<file path="src/rtl/pcore_config_defs.sv">
// Shared core configuration: data-bus payload types, slave address map,
// peripheral select / router state enums and small decode helpers.
package pcore_config_defs;

  localparam int unsigned XLEN   = 32;
  localparam int unsigned BSEL_W = XLEN / 8;
  localparam int unsigned NSLV   = 4;

  // A slave matches when (addr & MASK) == BASE
  localparam logic [XLEN-1:0] BMEM_BASE  = 32'h0000_1000;
  localparam logic [XLEN-1:0] BMEM_MASK  = 32'hFFFF_F000;
  localparam logic [XLEN-1:0] CLINT_BASE = 32'h0200_0000;
  localparam logic [XLEN-1:0] CLINT_MASK = 32'hFFFF_0000;
  localparam logic [XLEN-1:0] PLIC_BASE  = 32'h0C00_0000;
  localparam logic [XLEN-1:0] PLIC_MASK  = 32'hFF00_0000;
  localparam logic [XLEN-1:0] UART_BASE  = 32'h9000_0000;
  localparam logic [XLEN-1:0] UART_MASK  = 32'hFFFF_FF00;

  typedef enum logic [2:0] {
    SEL_NONE,
    SEL_BMEM,
    SEL_UART,
    SEL_CLINT,
    SEL_PLIC
  } type_periph_sel_e;

  typedef enum logic [1:0] {
    ST_IDLE,
    ST_BUSY,
    ST_ERR
  } type_router_state_e;

  typedef struct packed {
    logic              req;
    logic [XLEN-1:0]   addr;
    logic              w_en;
    logic [XLEN-1:0]   w_data;
    logic [BSEL_W-1:0] b_sel;
  } type_dbus2peri_s;

  typedef struct packed {
    logic            ack;
    logic [XLEN-1:0] r_data;
  } type_peri2dbus_s;

  function automatic logic addr_hit(input logic [XLEN-1:0] addr,
                                    input logic [XLEN-1:0] base,
                                    input logic [XLEN-1:0] mask);
    return (addr & mask) == base;
  endfunction

  // One-hot select vector, bit order {plic, clint, uart, bmem}
  function automatic logic [NSLV-1:0] sel_onehot(input type_periph_sel_e sel);
    logic [NSLV-1:0] oh;
    oh = '0;
    case (sel)
      SEL_BMEM:  oh[0] = 1'b1;
      SEL_UART:  oh[1] = 1'b1;
      SEL_CLINT: oh[2] = 1'b1;
      SEL_PLIC:  oh[3] = 1'b1;
      default:   oh = '0;
    endcase
    return oh;
  endfunction

endpackage

</file>
<file path="src/rtl/dbus_periph_router_if.sv">
// LSU-side data-bus port: request, response and error qualifier.
//   master: LSU (drives dbus2peri, receives peri2dbus/dbus_err)
//   slave : router (receives dbus2peri, drives peri2dbus/dbus_err)
interface dbus_periph_router_if;
  import pcore_config_defs::*;

  type_dbus2peri_s dbus2peri;
  type_peri2dbus_s peri2dbus;
  logic            dbus_err;

  modport master (output dbus2peri, input  peri2dbus, input  dbus_err);
  modport slave  (input  dbus2peri, output peri2dbus, output dbus_err);

endinterface

</file>
<file path="src/rtl/dbus_addr_decode.sv">
// Combinational address decoder: full 32-bit address to peripheral select.
// Shared with the IF-side boot address match.
//   addr : byte address
//   sel  : matching slave, SEL_NONE when unmapped
module dbus_addr_decode
  import pcore_config_defs::*;
(
  input  logic [XLEN-1:0]  addr,
  output type_periph_sel_e sel
);

  always_comb begin
    sel = SEL_NONE;
    if (addr_hit(addr, BMEM_BASE, BMEM_MASK)) begin
      sel = SEL_BMEM;
    end else if (addr_hit(addr, CLINT_BASE, CLINT_MASK)) begin
      sel = SEL_CLINT;
    end else if (addr_hit(addr, PLIC_BASE, PLIC_MASK)) begin
      sel = SEL_PLIC;
    end else if (addr_hit(addr, UART_BASE, UART_MASK)) begin
      sel = SEL_UART;
    end
  end

endmodule

</file>
<file path="src/rtl/dbus_periph_router.sv">
// Data-bus peripheral router: decodes LSU requests onto one-hot slave
// selects, muxes the selected slave's response back, and converts unmapped
// or timed-out accesses into error acknowledges. One access outstanding.
//   clk, rst_n          : clock, async active-low reset
//   dbus                : LSU port (request in, response + error out)
//   dbus2peri_o         : request broadcast to every slave
//   *_sel_o             : registered one-hot slave selects
//   *2dbus_i            : slave responses
module dbus_periph_router
  import pcore_config_defs::*;
#(
  parameter int unsigned TIMEOUT = 255
) (
  input  logic                 clk,
  input  logic                 rst_n,
  dbus_periph_router_if.slave  dbus,
  output type_dbus2peri_s      dbus2peri_o,
  output logic                 bmem_d_sel_o,
  output logic                 uart_sel_o,
  output logic                 clint_sel_o,
  output logic                 plic_sel_o,
  input  type_peri2dbus_s      bmem2dbus_i,
  input  type_peri2dbus_s      uart2dbus_i,
  input  type_peri2dbus_s      clint2dbus_i,
  input  type_peri2dbus_s      plic2dbus_i
);

  localparam int unsigned CNT_W = 10;

  type_router_state_e state;
  type_periph_sel_e   slave_q;
  type_periph_sel_e   dec_sel;
  logic [CNT_W-1:0]   cnt;
  logic [NSLV-1:0]    sel_q;

  type_peri2dbus_s    rsp;
  logic               err;
  logic               slave_ack;

  assign dbus2peri_o = dbus.dbus2peri;

  dbus_addr_decode u_dec (
    .addr (dbus.dbus2peri.addr),
    .sel  (dec_sel)
  );

  // Response mux; only the latched slave can complete a BUSY access
  always_comb begin
    rsp       = '0;
    err       = 1'b0;
    slave_ack = 1'b0;
    case (state)
      ST_BUSY: begin
        case (slave_q)
          SEL_BMEM:  rsp = bmem2dbus_i;
          SEL_UART:  rsp = uart2dbus_i;
          SEL_CLINT: rsp = clint2dbus_i;
          SEL_PLIC:  rsp = plic2dbus_i;
          default:   rsp = '0;
        endcase
        slave_ack = rsp.ack;
      end
      ST_ERR: begin
        rsp.ack = 1'b1;
        err     = 1'b1;
      end
      default: ;
    endcase
  end

  assign dbus.peri2dbus = rsp;
  assign dbus.dbus_err  = err;

  // Single-outstanding FSM with timeout; selects registered alongside state
  always_ff @(posedge clk or negedge rst_n) begin
    if (!rst_n) begin
      state   <= ST_IDLE;
      slave_q <= SEL_NONE;
      cnt     <= '0;
      sel_q   <= '0;
    end else begin
      case (state)
        ST_IDLE: begin
          if (dbus.dbus2peri.req) begin
            slave_q <= dec_sel;
            cnt     <= '0;
            if (dec_sel != SEL_NONE) begin
              state <= ST_BUSY;
              sel_q <= sel_onehot(dec_sel);
            end else begin
              state <= ST_ERR;
            end
          end
        end
        ST_BUSY: begin
          if (slave_ack) begin
            state <= ST_IDLE;
            sel_q <= '0;
          end else if (cnt == CNT_W'(TIMEOUT - 1)) begin
            state <= ST_ERR;
            sel_q <= '0;
          end else begin
            cnt <= cnt + CNT_W'(1);
          end
        end
        ST_ERR: begin
          state <= ST_IDLE;
        end
        default: begin
          state <= ST_IDLE;
          sel_q <= '0;
        end
      endcase
    end
  end

  assign bmem_d_sel_o = sel_q[0];
  assign uart_sel_o   = sel_q[1];
  assign clint_sel_o  = sel_q[2];
  assign plic_sel_o   = sel_q[3];

endmodule

</file>
<file path="src/flat_wrapper.sv">
// flat-port wrapper written by rule: the top's interface ports become plain ports
module dbus_periph_router_flat import pcore_config_defs::*;
#(
  parameter int unsigned TIMEOUT = 255
)
  (clk, rst_n, dbus2peri_o, bmem_d_sel_o, uart_sel_o, clint_sel_o, plic_sel_o, bmem2dbus_i, uart2dbus_i, clint2dbus_i, plic2dbus_i, dbus_dbus2peri, dbus_peri2dbus, dbus_dbus_err);
  dbus_periph_router_if dbus_i ();
  input  logic clk;
  input  logic rst_n;
  output type_dbus2peri_s dbus2peri_o;
  output logic bmem_d_sel_o;
  output logic uart_sel_o;
  output logic clint_sel_o;
  output logic plic_sel_o;
  input  type_peri2dbus_s bmem2dbus_i;
  input  type_peri2dbus_s uart2dbus_i;
  input  type_peri2dbus_s clint2dbus_i;
  input  type_peri2dbus_s plic2dbus_i;
  input wire logic [$bits(dbus_i.dbus2peri)-1:0] dbus_dbus2peri;
  output wire logic [$bits(dbus_i.peri2dbus)-1:0] dbus_peri2dbus;
  output wire logic [$bits(dbus_i.dbus_err)-1:0] dbus_dbus_err;
  assign dbus_i.dbus2peri = dbus_dbus2peri;
  assign dbus_peri2dbus = dbus_i.peri2dbus;
  assign dbus_dbus_err = dbus_i.dbus_err;
  dbus_periph_router #(.TIMEOUT(TIMEOUT)) u_core (.clk(clk), .rst_n(rst_n), .dbus(dbus_i), .dbus2peri_o(dbus2peri_o), .bmem_d_sel_o(bmem_d_sel_o), .uart_sel_o(uart_sel_o), .clint_sel_o(clint_sel_o), .plic_sel_o(plic_sel_o), .bmem2dbus_i(bmem2dbus_i), .uart2dbus_i(uart2dbus_i), .clint2dbus_i(clint2dbus_i), .plic2dbus_i(plic2dbus_i));
endmodule
</file>
<file path="config.mk">
export PLATFORM = sky130hd
export DESIGN_NAME = dbus_periph_router_flat
export DESIGN_NICKNAME = d
export VERILOG_FILES = /design/src/rtl/pcore_config_defs.sv /design/src/rtl/dbus_periph_router_if.sv /design/src/rtl/dbus_addr_decode.sv /design/src/rtl/dbus_periph_router.sv /design/src/flat_wrapper.sv
export SDC_FILE = /design/constraint.sdc
export NUM_CORES = 1
export LEC_CHECK = 0
export ABC_AREA = 1
export CORE_AREA = 2 2 122 124
export CTS_CLUSTER_SIZE = 20
export DETAILED_ROUTE_END_ITERATION = 7
export DIE_AREA = 0 0 124 126
export PLACE_DENSITY = 0.63
export SKIP_CTS_REPAIR_TIMING = 1
export SYNTH_ARGS = -nofsm -noshare
export SYNTH_HDL_FRONTEND = slang
export SYNTH_SLANG_ARGS = --single-unit
</file>
<file path="constraint.sdc">
create_clock -name clk -period 3.7 [get_ports clk]
set_clock_uncertainty 0.15 [all_clocks]
set_input_delay 0.37 -clock clk [delete_from_list [all_inputs] [get_ports clk]]
set_output_delay 0.37 -clock clk [all_outputs]
set_load 0.05 [all_outputs]
</file>
[Word level (Yosys, flattened, before mapping)]
Cells that the tools add are included.
Operators by class
  reduce and logical (&&, ||, !) cells: 7
  equality and inequality tests: 20
  muxes and demuxes: 27
  bitwise gates (word level): 1
  $add $sub $neg: 1
Operators with widths (count)
  $pmux W33 S4: 1
  $mux W32: 1
  $mux W10: 3
  $eq A24 B24 Y1 const B: 1
  $eq A20 B1 Y1 const B: 1
  $pmux W10 S2: 1
  $eq A16 B10 Y1 const B: 1
  $mux W4: 4
  $eq A3 B2 Y1 const B: 4
  $pmux W4 S3: 1
  $add A10 B1 Y10 const B: 1
  $eq A10 B8 Y1 const B: 1
  $mux W2: 5
  $mux W3: 3
  $eq A8 B4 Y1 const B: 1
  $reduce_and A4 Y1: 2
  $eq A3 B1 Y1 const B: 2
  $eq A3 B3 Y1 const B: 2
  $mux W1: 6
  $ne A2 B2 Y1 const B: 3
  $pmux W2 S2: 1
  $reduce_and A2 Y1: 2
  $ne A3 B1 Y1 const B: 1
  $reduce_bool A3 Y1: 1
  7 further kinds: 7
Word-level totals
  register bits after elaboration: 19
  logic and storage cells: 60
  output and inout port bits: 108
  input port bits: 204

[Longest topological paths before layout]
  depth in word-level cells: 10
  mapped depth: 11
  gate-level depth less buffers: 11

[By module]
A second synthesis with hierarchy kept.
Second synthesis, totals
  cells, all modules: 508
  area total of the unflattened synthesis: 3139.3 um^2
Modules (own cells, without submodules)
  dbus_periph_router: instances 1, sequential area each 475.5 um^2, area an instance 2879.0 um^2, cells an instance 445
  dbus_addr_decode: instances 1, sequential area each 0.0 um^2, area an instance 260.2 um^2, cells an instance 63

[Worst setup path before layout]
OpenSTA, ideal clock, no wires.
  path type: register to output
  start point: reg u_core.state[1]
  end point: out dbus_peri2dbus[10]
  slack: 1323 ps
  buffers on the path: 3
  arrival time: 1857 ps
  data required time: 3180 ps
  stages on the path, launching flop included: 8
  cells stage by stage: dfrtp_1 > inv_1 > ha_1 > buf_2 > inv_1 > clkbuf_1 > clkbuf_1 > nor2_1
On the way
  word-level cells in the longest chain between the ends: 2
RTL lines
  from (decl): line dbus_periph_router.sv:30  | type_router_state_e state;
  from (signal assigned): line dbus_periph_router.sv:77  | state <= ST_IDLE;
  from (signal assigned): line dbus_periph_router.sv:88  | state <= ST_BUSY;
  from (signal assigned): line dbus_periph_router.sv:91  | state <= ST_ERR;
  $eq A2 B1 Y1: line dbus_periph_router.sv:52  | case (state)
  $mux W32: line dbus_periph_router.sv:52
  to (decl): line flat_wrapper.sv:20  | output wire logic [$bits(dbus_i.peri2dbus)-1:0] dbus_peri2dbus;
Every way passes these cells.

[Worst setup path after layout]
  start point: reg u_core.slave_q[0]
  end point: out dbus_peri2dbus[6]
On the way
  word-level cells in the longest chain between the ends: 3
  elaborated cells between the ends (all ways): 6
  classes of those cells: 4 x eq/ne; 2 x mux
RTL lines
  from (decl): line dbus_periph_router.sv:31  | type_periph_sel_e slave_q;
  from (signal assigned): line dbus_periph_router.sv:85  | slave_q <= dec_sel;
  $eq A3 B3 Y1, or another cell as far along: line dbus_periph_router.sv:54  | case (slave_q)
  $pmux W33 S4 (*): line dbus_periph_router.sv:54
  $mux W32 (*): line dbus_periph_router.sv:52
Every way passes the cells marked *; elsewhere a longest branch is shown, timed or not.

==> results_dict.tcl <==
set metrics [dict create \
    outcome "finished, final reports clean" \
    maxSlewHeadroom_pct 40.7 \
    tightest_slew_ns 0.886 \
    post-route-period-util_pct 78.7 \
    tritoncts "built" \
    die_h_um 126 \
    routed_wl_um 11300 \
    utilization_pct 36.6 \
    synth_area_per_cell_um2 6.32 \
    cts_sinks 19 \
    period_needed_ns 2.91 \
    fin_cells 793 \
    num_io_pins 312 \
    worstSetupEndpointType "primary output" \
    max_cap_viol_count 0 \
    drive_above_1_share_pct 12.0 \
    track_usage_pct 13.5 \
    crit_start "u_core.slave_q[0]" \
    core_area_mm2 0.0143 \
    dp_hpwl_um 9100 \
    hold_start "u_core.sel_q[1]" \
    numPortBuffers 221 \
    synthDistinctLibCells 29 \
    antenna_found_initial 0 \
    drtIter0Drc 120 \
    critPathSlowestCell "dfrtp_1" \
    dr.pass1.iters 4 \
    ys_top_cells_by_area "buf_4, dfrtp_1, a221oi_1" \
    hold_depth 2 \
    antenna_cells 0 \
    yosys.area.top_type "buf_4" \
    grt.overflow.total 0 \
    path_max_fanout 18 \
    seq_area_frac_synth_pct 16.0 \
    grt_pass1_vias 3347 \
    hp-class "reg -> reg" \
    finalHoldViolCount 0 \
    synth_top_area_share_pct 18.2 \
    syn-num-nets 679 \
    required_ns 3.18 \
    r2r_start "u_core.state[0]" \
    clockBufferDepth 2 \
    nets 819 \
    worstPathArrival_ns 2.39 \
    die_width_um 124 \
    path_clk_slew_ns 0.05 \
    cts_made_buffers 3 \
    cp_slowest_stage_delay_ns 0.56 \
    fmax_mhz 343 \
    placedCellCount 789 \
    place_ws_ns 0.937 \
    via_per_inst 4.41 \
    routabilityCongestion 0.745 \
    p_leak_nw 2.06 \
    drtAntennaViolNets 0 \
    finalMaxSlewViolations 0 \
    setup.worst_path.start_class "flip-flop" \
    ys_ff_latch 19 \
    syn_inst 470 \
    peakVddDrop_mv 0.250 \
    r2r_cells 8 \
    fp-row-count 44 \
    grt_max_degree 39 \
    clock_latency_ns 0.25 \
    dieArea_mm2 0.0156 \
    crit_type "reg -> out" \
    finalSetupViolCount 0 \
    vias 3501 \
    synth_area_mm2 0.00297 \
    path_cells "nand3_1 > buf_4 > o21ai_0 > a221oi_1 > nor2_1 > buf_12" \
    yosys_warnings 0 \
    rsz0062_at_grt "no" \
    p_per_area_mw_per_mm2 179 \
    grt_pass1_wl_um 17000 \
    fin_ws_ns 0.787 \
    fillers 1496 \
    routedWlPerCell_um 14.3 \
    root_buffer "clkbuf_16" \
    timing.setup.tns_ns 0 \
    initial_utilization_pct 20.7 \
    drc_errors 0 \
    htree_levels 1 \
    area_delta_synth_final_pct 76.3 \
]
-- worst paths after layout --
kind / end / slack (ns)
min in group asynchronous: u_core.sel_q[3] / 0.48
max reg2reg: u_core.cnt[9] / 1.76
max in group asynchronous: u_core.cnt[2] / 2.38
min: u_core.sel_q[1] / 0.32
max: dbus_peri2dbus[6] / 0.79
min reg2reg: u_core.sel_q[1] / 0.32
-- synthesized netlist by cell type --
master / count
nor3_1: 5
inv_1: 65
o21ai_0: 43
o21ai_2: 7
or2_1: 3
nand3_2: 1
buf_4: 72
or2_2: 5
buf_2: 4
nand3b_1: 1
buf_1: 1
buf_8: 1
inv_2: 4
o21a_1: 1
nand4_1: 7
xor2_1: 4
nor2_2: 1
nand2_1: 56
nor2_1: 55
nor3_2: 3
nor2_4: 4
nand2_4: 1
a221oi_1: 32
clkbuf_1: 15
nand2_2: 4
nand3_1: 48
dfrtp_1: 19
ha_1: 5
xnor2_1: 3
-- registers in the layout (all words and copies together), names as in the netlist --
name            cells
u_core.cnt         10
u_core.sel_q        4
u_core.slave_q      3
u_core.state        2
-- area by class of cell --
type | instances | area, um2 | share of cell area [%]
Clock buffer | 3 | 75.1 | 1.43
Clock inverter | 1 | 5.00 | 0.0956
Inverter | 69 | 259 | 4.95
Multi-Input combinational cell | 289 | 1610 | 30.7
Sequential cell | 19 | 475 | 9.08
Tap cell | 184 | 230 | 4.40
Timing Repair Buffer | 228 | 2580 | 49.4
-- cell usage in the layout (no fill, tap or decap) --
master,synthesis,final
nor3_2,3,2
o21ai_2,7,7
nand3_2,1,1
buf_4,72,7
nand2_1,56,56
clkinv_2,0,1
nand3_1,48,48
clkbuf_16,0,3
nor2_2,1,1
nand2_4,1,1
nand2_2,4,4
nor2_1,55,55
buf_12,0,32
nand4_1,7,7
xor2_1,4,4
clkdlybuf4s50_1,0,189
xnor2_1,3,3
a221oi_1,32,32
nor2_4,4,4
nor3_4,0,1
inv_2,4,4
o21a_1,1,1
or2_2,5,5
nor3_1,5,5
nand3b_1,1,1
o21ai_0,43,43
dfrtp_1,19,19
ha_1,5,5
inv_1,65,65
or2_1,3,3
-- routing by layer --
| layer | global-route usage (%) | routed length [um] | vias up |
|---|---|---|---|
| li1 | - | - | 1760 |
| met1 | 15.4 | 4320 | 1543 |
| met2 | 24.3 | 5450 | 180 |
| met3 | 5.03 | 1440 | 18 |
| met4 | 1.85 | 145 | 0 |
| met5 | 0 | 0 | - |
-- cells by family after synthesis --
logic type / share of synthesized area, %
adder cells (fa/ha/maj): 2.11
flip-flops: 16.0
AND/OR/NAND/NOR: 30.7
buffers and inverters: 30.1
AO/OA/AOI/OAI: 19.0
XOR/XNOR: 2.06
-- metrics by stage --
stage	cell area, um2	hold slack (ns)	total power [W]
6_report	5240	0.319	0.000937
3_5_place_dp	5150	0.311	0.000722
5_1_grt	5240	0.364	0.000991
3_3_place_gp	5150	0.313	0.000719
4_1_cts	5240	0.325	0.000949
2_1_floorplan	2970	-0.0756	0.000635
-- critical path, delay by kind of cell, from the launching register on --
kind / cells / cell delay (ns)
compound gates: 2 / 0.28
buf+inv: 2 / 0.57
flops: 1 / 0.56
simple gates: 2 / 0.72
-- power by group --
part	switching [W]	internal, W	leakage (nW)
Clock	0.0000756	0.000145	0.0409
Sequential	0.00000304	0.000214	0.263
Combinational	0.000265	0.000235	1.76
Power figures use the tool's default switching activity.
